$ cat config.mk
export PLATFORM = sky130hd
export DESIGN_NAME = plic_core_flat
export DESIGN_NICKNAME = d
export VERILOG_FILES = /design/src/rtl/plic_pkg.sv /design/src/rtl/plic_if.sv /design/src/rtl/plic_gateway.sv /design/src/rtl/plic_core.sv /design/src/flat_wrapper.sv
export SDC_FILE = /design/constraint.sdc
export NUM_CORES = 1
export LEC_CHECK = 0
export ABC_AREA = 1
export BUFFER_PORTS_ARGS = -buffer_cell sky130_fd_sc_hd__buf_4
export CELL_PAD_IN_SITES_DETAIL_PLACEMENT = 1
export CELL_PAD_IN_SITES_GLOBAL_PLACEMENT = 1
export CORE_UTILIZATION = 39
export DETAILED_ROUTE_END_ITERATION = 10
export GPL_TIMING_DRIVEN = 1
export PLACE_DENSITY_LB_ADDON = 0.05
export SYNTH_ARGS = -nofsm -noshare
export SYNTH_HDL_FRONTEND = slang
export SYNTH_SLANG_ARGS = --single-unit
$ cat constraint.sdc
create_clock -name clk_i -period 8.9 [get_ports clk_i]
set_clock_uncertainty 0.1 [all_clocks]
set_input_delay 0 -clock clk_i [delete_from_list [all_inputs] [get_ports clk_i]]
set_output_delay 0 -clock clk_i [all_outputs]
set_load 0.02 [all_outputs]
$ cat src/rtl/plic_pkg.sv
// PLIC core shared definitions: register word map, gateway states, limits.
// Edge-trigger support is compiled in only when PLIC_EDGE_EN is defined.
package plic_pkg;

    localparam int MAX_SRC = 32;
    localparam int ID_W    = 5;

    localparam logic [7:0] ADDR_IP    = 8'h20;
    localparam logic [7:0] ADDR_IE    = 8'h21;
    localparam logic [7:0] ADDR_THOLD = 8'h22;
    localparam logic [7:0] ADDR_CLAIM = 8'h23;
    localparam logic [7:0] ADDR_MODE  = 8'h24;

    typedef enum logic [1:0] {
        GW_IDLE     = 2'd0,
        GW_PEND     = 2'd1,
        GW_INFLIGHT = 2'd2
    } gw_state_e;

endpackage

$ cat src/rtl/plic_if.sv
// Single-cycle, always-ready register port of the PLIC core.
// Master drives the access, slave returns read data combinationally.
interface plic_if;
    logic        reg_we_i;
    logic        reg_re_i;
    logic [7:0]  reg_addr_i;
    logic [31:0] reg_wdata_i;
    logic [31:0] reg_rdata_o;

    modport master (
        output reg_we_i, reg_re_i, reg_addr_i, reg_wdata_i,
        input  reg_rdata_o
    );

    modport slave (
        input  reg_we_i, reg_re_i, reg_addr_i, reg_wdata_i,
        output reg_rdata_o
    );
endinterface

$ cat src/rtl/plic_gateway.sv
// Per-source gateway: IDLE -> PEND -> INFLIGHT -> IDLE.
// Rising-edge trigger mode exists only when PLIC_EDGE_EN is defined.
module plic_gateway
    import plic_pkg::*;
(
    input  logic clk,
    input  logic rst,
`ifdef PLIC_EDGE_EN
    input  logic edge_mode,
`endif
    input  logic irq,
    input  logic claim,
    input  logic complete,
    output logic pend
);

    gw_state_e state, state_n;
    logic      req;
    logic      drop;

`ifdef PLIC_EDGE_EN
    logic irq_q;

    // edge-detect history, updated every cycle regardless of state
    always_ff @(posedge clk) begin
        if (rst) irq_q <= 1'b0;
        else     irq_q <= irq;
    end

    assign req  = edge_mode ? (irq & ~irq_q) : irq;
    assign drop = ~edge_mode & ~irq;
`else
    assign req  = irq;
    assign drop = ~irq;
`endif

    // state register
    always_ff @(posedge clk) begin
        if (rst) state <= GW_IDLE;
        else     state <= state_n;
    end

    // next state: claim beats a same-cycle request, requests ignored in flight
    always_comb begin
        state_n = state;
        unique case (state)
            GW_IDLE:     if (req) state_n = GW_PEND;
            GW_PEND: begin
                if (claim)     state_n = GW_INFLIGHT;
                else if (drop) state_n = GW_IDLE;
            end
            GW_INFLIGHT: if (complete) state_n = GW_IDLE;
            default:     state_n = GW_IDLE;
        endcase
    end

    // pending flag feeds the IP register
    always_comb begin
        pend = (state == GW_PEND);
    end

endmodule

$ cat src/rtl/plic_core.sv
// Single-target PLIC: priorities, enables, threshold, claim/complete.
// Define PLIC_EDGE_EN to add the MODE register and edge-triggered sources.
module plic_core
    import plic_pkg::*;
#(
    parameter int IRQ_NUM    = 8,
    parameter int PRIO_WIDTH = 3
) (
    input  logic               clk_i,
    input  logic               rst_i,
    input  logic [IRQ_NUM-1:0] irq_i,
    plic_if.slave              bus,
    output logic               ext_irq_o
);

    logic [PRIO_WIDTH-1:0] prio [IRQ_NUM];
    logic [IRQ_NUM-1:0]    ie;
    logic [PRIO_WIDTH-1:0] thold;
    logic [IRQ_NUM-1:0]    ip;
    logic [IRQ_NUM-1:0]    elig;
    logic [ID_W-1:0]       winner;
    logic [PRIO_WIDTH-1:0] best_p;
    logic                  claim_rd;
    logic                  comp_wr;
    logic                  unused_bits;

`ifdef PLIC_EDGE_EN
    logic [IRQ_NUM-1:0]    mode;
`endif

    assign claim_rd = bus.reg_re_i && (bus.reg_addr_i == ADDR_CLAIM);
    assign comp_wr  = bus.reg_we_i && (bus.reg_addr_i == ADDR_CLAIM);
    assign unused_bits = ^{irq_i[0], bus.reg_wdata_i};

    // configuration registers; PRIO[0] stays zero
    always_ff @(posedge clk_i) begin
        if (rst_i) begin
            for (int i = 0; i < IRQ_NUM; i++) prio[i] <= '0;
            ie    <= '0;
            thold <= '0;
`ifdef PLIC_EDGE_EN
            mode  <= '0;
`endif
        end else if (bus.reg_we_i) begin
            for (int i = 1; i < IRQ_NUM; i++) begin
                if (bus.reg_addr_i == 8'(i))
                    prio[i] <= bus.reg_wdata_i[PRIO_WIDTH-1:0];
            end
            if (bus.reg_addr_i == ADDR_IE)
                ie <= bus.reg_wdata_i[IRQ_NUM-1:0];
            if (bus.reg_addr_i == ADDR_THOLD)
                thold <= bus.reg_wdata_i[PRIO_WIDTH-1:0];
`ifdef PLIC_EDGE_EN
            if (bus.reg_addr_i == ADDR_MODE)
                mode <= bus.reg_wdata_i[IRQ_NUM-1:0]
                      & {{(IRQ_NUM-1){1'b1}}, 1'b0};
`endif
        end
    end

    assign ip[0] = 1'b0;

    for (genvar g = 1; g < IRQ_NUM; g++) begin : g_gw
        plic_gateway u_gw (
            .clk       (clk_i),
            .rst       (rst_i),
`ifdef PLIC_EDGE_EN
            .edge_mode (mode[g]),
`endif
            .irq       (irq_i[g]),
            .claim     (claim_rd && (winner == ID_W'(g))),
            .complete  (comp_wr && (bus.reg_wdata_i[ID_W-1:0] == ID_W'(g))),
            .pend      (ip[g])
        );
    end

    // arbitration: highest priority above threshold, ties to lowest ID
    always_comb begin
        elig   = '0;
        winner = '0;
        best_p = '0;
        for (int i = 1; i < IRQ_NUM; i++) begin
            elig[i] = ip[i] & ie[i] & (prio[i] > thold);
            if (elig[i] && (prio[i] > best_p)) begin
                winner = ID_W'(i);
                best_p = prio[i];
            end
        end
    end

    // target request, registered one cycle behind the arbiter
    always_ff @(posedge clk_i) begin
        if (rst_i) ext_irq_o <= 1'b0;
        else       ext_irq_o <= (winner != '0);
    end

    // read mux, zero when no read is in progress
    always_comb begin
        bus.reg_rdata_o = '0;
        if (bus.reg_re_i) begin
            case (bus.reg_addr_i)
                ADDR_IP:    bus.reg_rdata_o[IRQ_NUM-1:0]    = ip;
                ADDR_IE:    bus.reg_rdata_o[IRQ_NUM-1:0]    = ie;
                ADDR_THOLD: bus.reg_rdata_o[PRIO_WIDTH-1:0] = thold;
                ADDR_CLAIM: bus.reg_rdata_o[ID_W-1:0]       = winner;
`ifdef PLIC_EDGE_EN
                ADDR_MODE:  bus.reg_rdata_o[IRQ_NUM-1:0]    = mode;
`endif
                default: begin
                    for (int i = 1; i < IRQ_NUM; i++) begin
                        if (bus.reg_addr_i == 8'(i))
                            bus.reg_rdata_o[PRIO_WIDTH-1:0] = prio[i];
                    end
                end
            endcase
        end
    end

endmodule

$ cat src/flat_wrapper.sv
// flat-port wrapper written by rule: the top's interface ports become plain ports
module plic_core_flat import plic_pkg::*;
#(
    parameter int IRQ_NUM    = 8,
    parameter int PRIO_WIDTH = 3
)
  (clk_i, rst_i, irq_i, ext_irq_o, bus_reg_we_i, bus_reg_re_i, bus_reg_addr_i, bus_reg_wdata_i, bus_reg_rdata_o);
  plic_if bus_i ();
  input  logic clk_i;
  input  logic rst_i;
  input  logic [IRQ_NUM-1:0] irq_i;
  output logic ext_irq_o;
  input wire logic [$bits(bus_i.reg_we_i)-1:0] bus_reg_we_i;
  input wire logic [$bits(bus_i.reg_re_i)-1:0] bus_reg_re_i;
  input wire logic [$bits(bus_i.reg_addr_i)-1:0] bus_reg_addr_i;
  input wire logic [$bits(bus_i.reg_wdata_i)-1:0] bus_reg_wdata_i;
  output wire logic [$bits(bus_i.reg_rdata_o)-1:0] bus_reg_rdata_o;
  assign bus_i.reg_we_i = bus_reg_we_i;
  assign bus_i.reg_re_i = bus_reg_re_i;
  assign bus_i.reg_addr_i = bus_reg_addr_i;
  assign bus_i.reg_wdata_i = bus_reg_wdata_i;
  assign bus_reg_rdata_o = bus_i.reg_rdata_o;
  plic_core #(.IRQ_NUM(IRQ_NUM), .PRIO_WIDTH(PRIO_WIDTH)) u_core (.clk_i(clk_i), .rst_i(rst_i), .irq_i(irq_i), .bus(bus_i), .ext_irq_o(ext_irq_o));
endmodule
==> run_results.csv <==
group,metric,value,unit
worst_setup_path,critPathMaxFanout,7,
global_routing,antenna_found_initial,0,
global_routing,grt_pass1_vias,3800,
final_layout,syn_to_final_growth,25.6,%
worst_setup_path,critPathMaxStageDelay,570,ps
synthesis,synth_top_family_by_area,"simple AND/OR/NAND/NOR gates",
worst_setup_path,cp_common_cell,"ha_1",
clock_network,clockRootBuffer,"clkbuf_8",
route,drt_iter0_markers,153,
route,avgViaCountPerCell,5.19,
worst_setup_path,reg2reg_slack,500,ps
sta,rsz0062_at_grt,"yes",
synthesis,yosys.area.top_type_share,16.3,%
route,vias,3927,
global_routing,grt_pass1_wl,19.1,mm
die,initial_core_util,40.0,%
hold_path,hold_path.class,"input pin to flop",
die,rows,36,
final_layout,layout_commonest_cell,"nand2_1",
sta,setup_violations,0,
sta,finalHoldViolCount,0,
worst_setup_path,r2r_end,"u_core.g_gw[4].u_gw.state[0]",
route,routed_wl,12.4,mm
synthesis,ys.flop_type,"dfxtp_1",
sta,max_freq,119,MHz
synthesis,netlist-cell-type-count,41,
die,die_h,102,um
route,first_pass_iters,4,
synthesis,syn_area_per_cell,7.13,um^2
worst_setup_path,setup.worst_path.end_class,"flop",
clock_network,h-tree-depth,2,
clock_network,clk-insertion-delay-late,310,ps
final_layout,fillCellCount,1220,
synthesis,synth-seq-cells,47,
placed_design,io_buffers,35,
clock_network,cts_buffers,5,
die,core_area,9680,um^2
worst_setup_path,critPathSlowestCell,"dlygate4sd3_1",
sta,fin_crit_sh,94.4,%
synthesis,synth_compound_area_share,13.8,%
global_routing,track_usage,24.3,%
synthesis,synth_area_leader_cell,"edfxtp_1",
run_status,status,"complete, no violations",
die,die-area,10300,um^2
synthesis,synth.area.top_cells,"edfxtp_1, dfxtp_1, ha_1",
die,io_pins,85,
pwr,vdd_ir_drop_max,81.6,uV
global_routing,overflow,0,
final_layout,fin_area,4860,um^2
die,chipWidth,102,um
worst_setup_path,r2r_cells,52,
sta,tightest_slew,531,ps
hold_path,min-delay-start,"bus_reg_addr_i[2]",
synthesis,synthCells,543,
route,drcViolationCount,0,
synthesis,syn-cell-area,3870,um^2
clock_network,clk_pin_slew,110,ps
final_layout,area.sequential,1150,um^2
sta,slew_headroom,64.3,%
synthesis,synthArstFlopShare,0,%
sta,drv_slew,0,
hold_path,worst_hold_path.endpoint,"u_core.prio[0][4]",
pwr,p_leak,0.00205,uW
synthesis,synthMuxAreaShare,0,%
final_layout,diodes,0,
pwr,finalPower,481,uW
worst_setup_path,worstPathArrival,8500,ps
synthesis,synthAdderAreaFrac,12.0,%
final_layout,fin_nets,712,
pwr,powerDensity,98.9,nW/um^2
synthesis,synth_edf_count,21,
route,ant_nets,0,
placed_design,hpwl,9.55,mm
worst_setup_path,regToRegStartpoint,"u_core.prio[0][3]",
final_layout,layout_common_cells,"nand2_1, inv_1, nor2_1",
clock_network,clock-sinks,47,
sta,final.setup.tns,0,ps
global_routing,grt_max_degree,27,
route,routedWlPerCell,16.4,um
worst_setup_path,worstSetupPathType,"flop to flop",
placed_design,place_congestion,0.821,
hold_path,hold-path-cell-count,4,
worst_setup_path,crit_required,9010,ps
sta,fin_crit,8400,ps
worst_setup_path,cp-start-kind,"flop",
synthesis,synth_xor_area_share,0,%
final_layout,final_layout_size_suffix_gt1_share,20.2,%
synthesis,synth-simple-area-share,31.9,%
final_layout,multi_input_area,2490,um^2
placed_design,place_area,4210,um^2
run,cap_viol_max_count,0,
clock_network,cts_buffer_depth,2,
clock_network,tritoncts,"built",
synthesis,yosys_warnings,0,
synthesis,yosysSeqAreaShare,29.7,%
worst max path at each step:
stage / start / end / slack [ps] / cells past startpoint
2_1_floorplan: u_core.thold[2] / bus_reg_rdata_o[1] / 1390 / 56
3_3_place_gp: u_core.prio[0][5] / bus_reg_rdata_o[1] / 530 / 54
3_5_place_dp: u_core.prio[0][5] / u_core.g_gw[6].u_gw.state[0] / 380 / 55
4_1_cts: u_core.prio[0][5] / bus_reg_rdata_o[1] / 7 / 55
5_1_grt: u_core.prio[0][3] / bus_reg_rdata_o[1] / -120 / 58
6_report: u_core.prio[0][3] / u_core.g_gw[4].u_gw.state[0] / 500 / 52
critical path, delay by kind of cell, from the launching register on:
family                     cells  cell delay [ps]
AOI/OAI and AO/OA              9             1500
adders and majority gates      7             2010
buffers and inverters          6             1020
DFF                            1              430
and+or+nand+nor               30             3220
synth_stat cells, types with 9 or more instances:
library cell  number
nor2_1            62
edfxtp_1          21
nand2_2            9
o21ai_1           10
inv_1             67
nand3b_1          10
ha_1              37
dfxtp_1           26
nand2_1           97
a21oi_1           43
o21ai_0           21
buf_4             24
nand3_1           43
cells by family (layout without fill, tap and decap cells):
| group | count (synthesis) | after routing |
|---|---|---|
| AO/OA/AOI/OAI | 93 | 93 |
| adder cells (fa/ha/maj) | 37 | 37 |
| buffers and inverters | 106 | 164 |
| flip-flops | 47 | 47 |
| other | 1 | 24 |
| AND/OR/NAND/NOR | 259 | 259 |
final cells by class:
| class | count | area share [%] |
|---|---|---|
| timing repair buffer | 80 | 13.8 |
| tap | 133 | 3.42 |
| sequential | 47 | 23.7 |
| clock buffer | 5 | 1.41 |
| clock inverter | 3 | 0.592 |
| multi-input combinational | 413 | 51.2 |
| inverter | 76 | 5.92 |
registers in the layout, indices dropped and copies added (netlist names):
register / flops
u_core.prio: 21
u_core.g_gw.u_gw.state: 14
u_core.ie: 8
u_core.thold: 3
u_core.ext_irq_o: 1
layer usage:
layer | vias up | track usage, % | routed length (um)
met5 | - | 0 | 0
met4 | 0 | 4.68 | 173
met3 | 15 | 3.24 | 397
met2 | 83 | 41.5 | 6040
met1 | 1891 | 32.8 | 5810
li1 | 1938 | - | -
power by group:
part,internal [uW],switching [uW],total (uW)
clock network,59.6,89.6,149
registers,234,7.46,241
logic,33.3,57.5,90.8
total,327,155,481
through the flow:
step                      utilization [%]  instances  hold slack [ps]  setup WS, ps
after detailed placement             43.4        707              196           378
after floorplan                         -        566             30.3          1390
final                                50.2        757             55.3           501
after global routing                 50.2        757             87.0          -120
after global placement               43.4        707              182           526
after CTS                            47.4        743             64.0          7.12
timing repair:
action,4_1_cts,5_1_grt
hold buffers,28,0
setup endpoints to repair,0,17
gates resized for setup,0,37
setup buffers,0,14
endpoints found under the hold margin,26,0
Note: power is estimated with default switching activity, not from simulation.
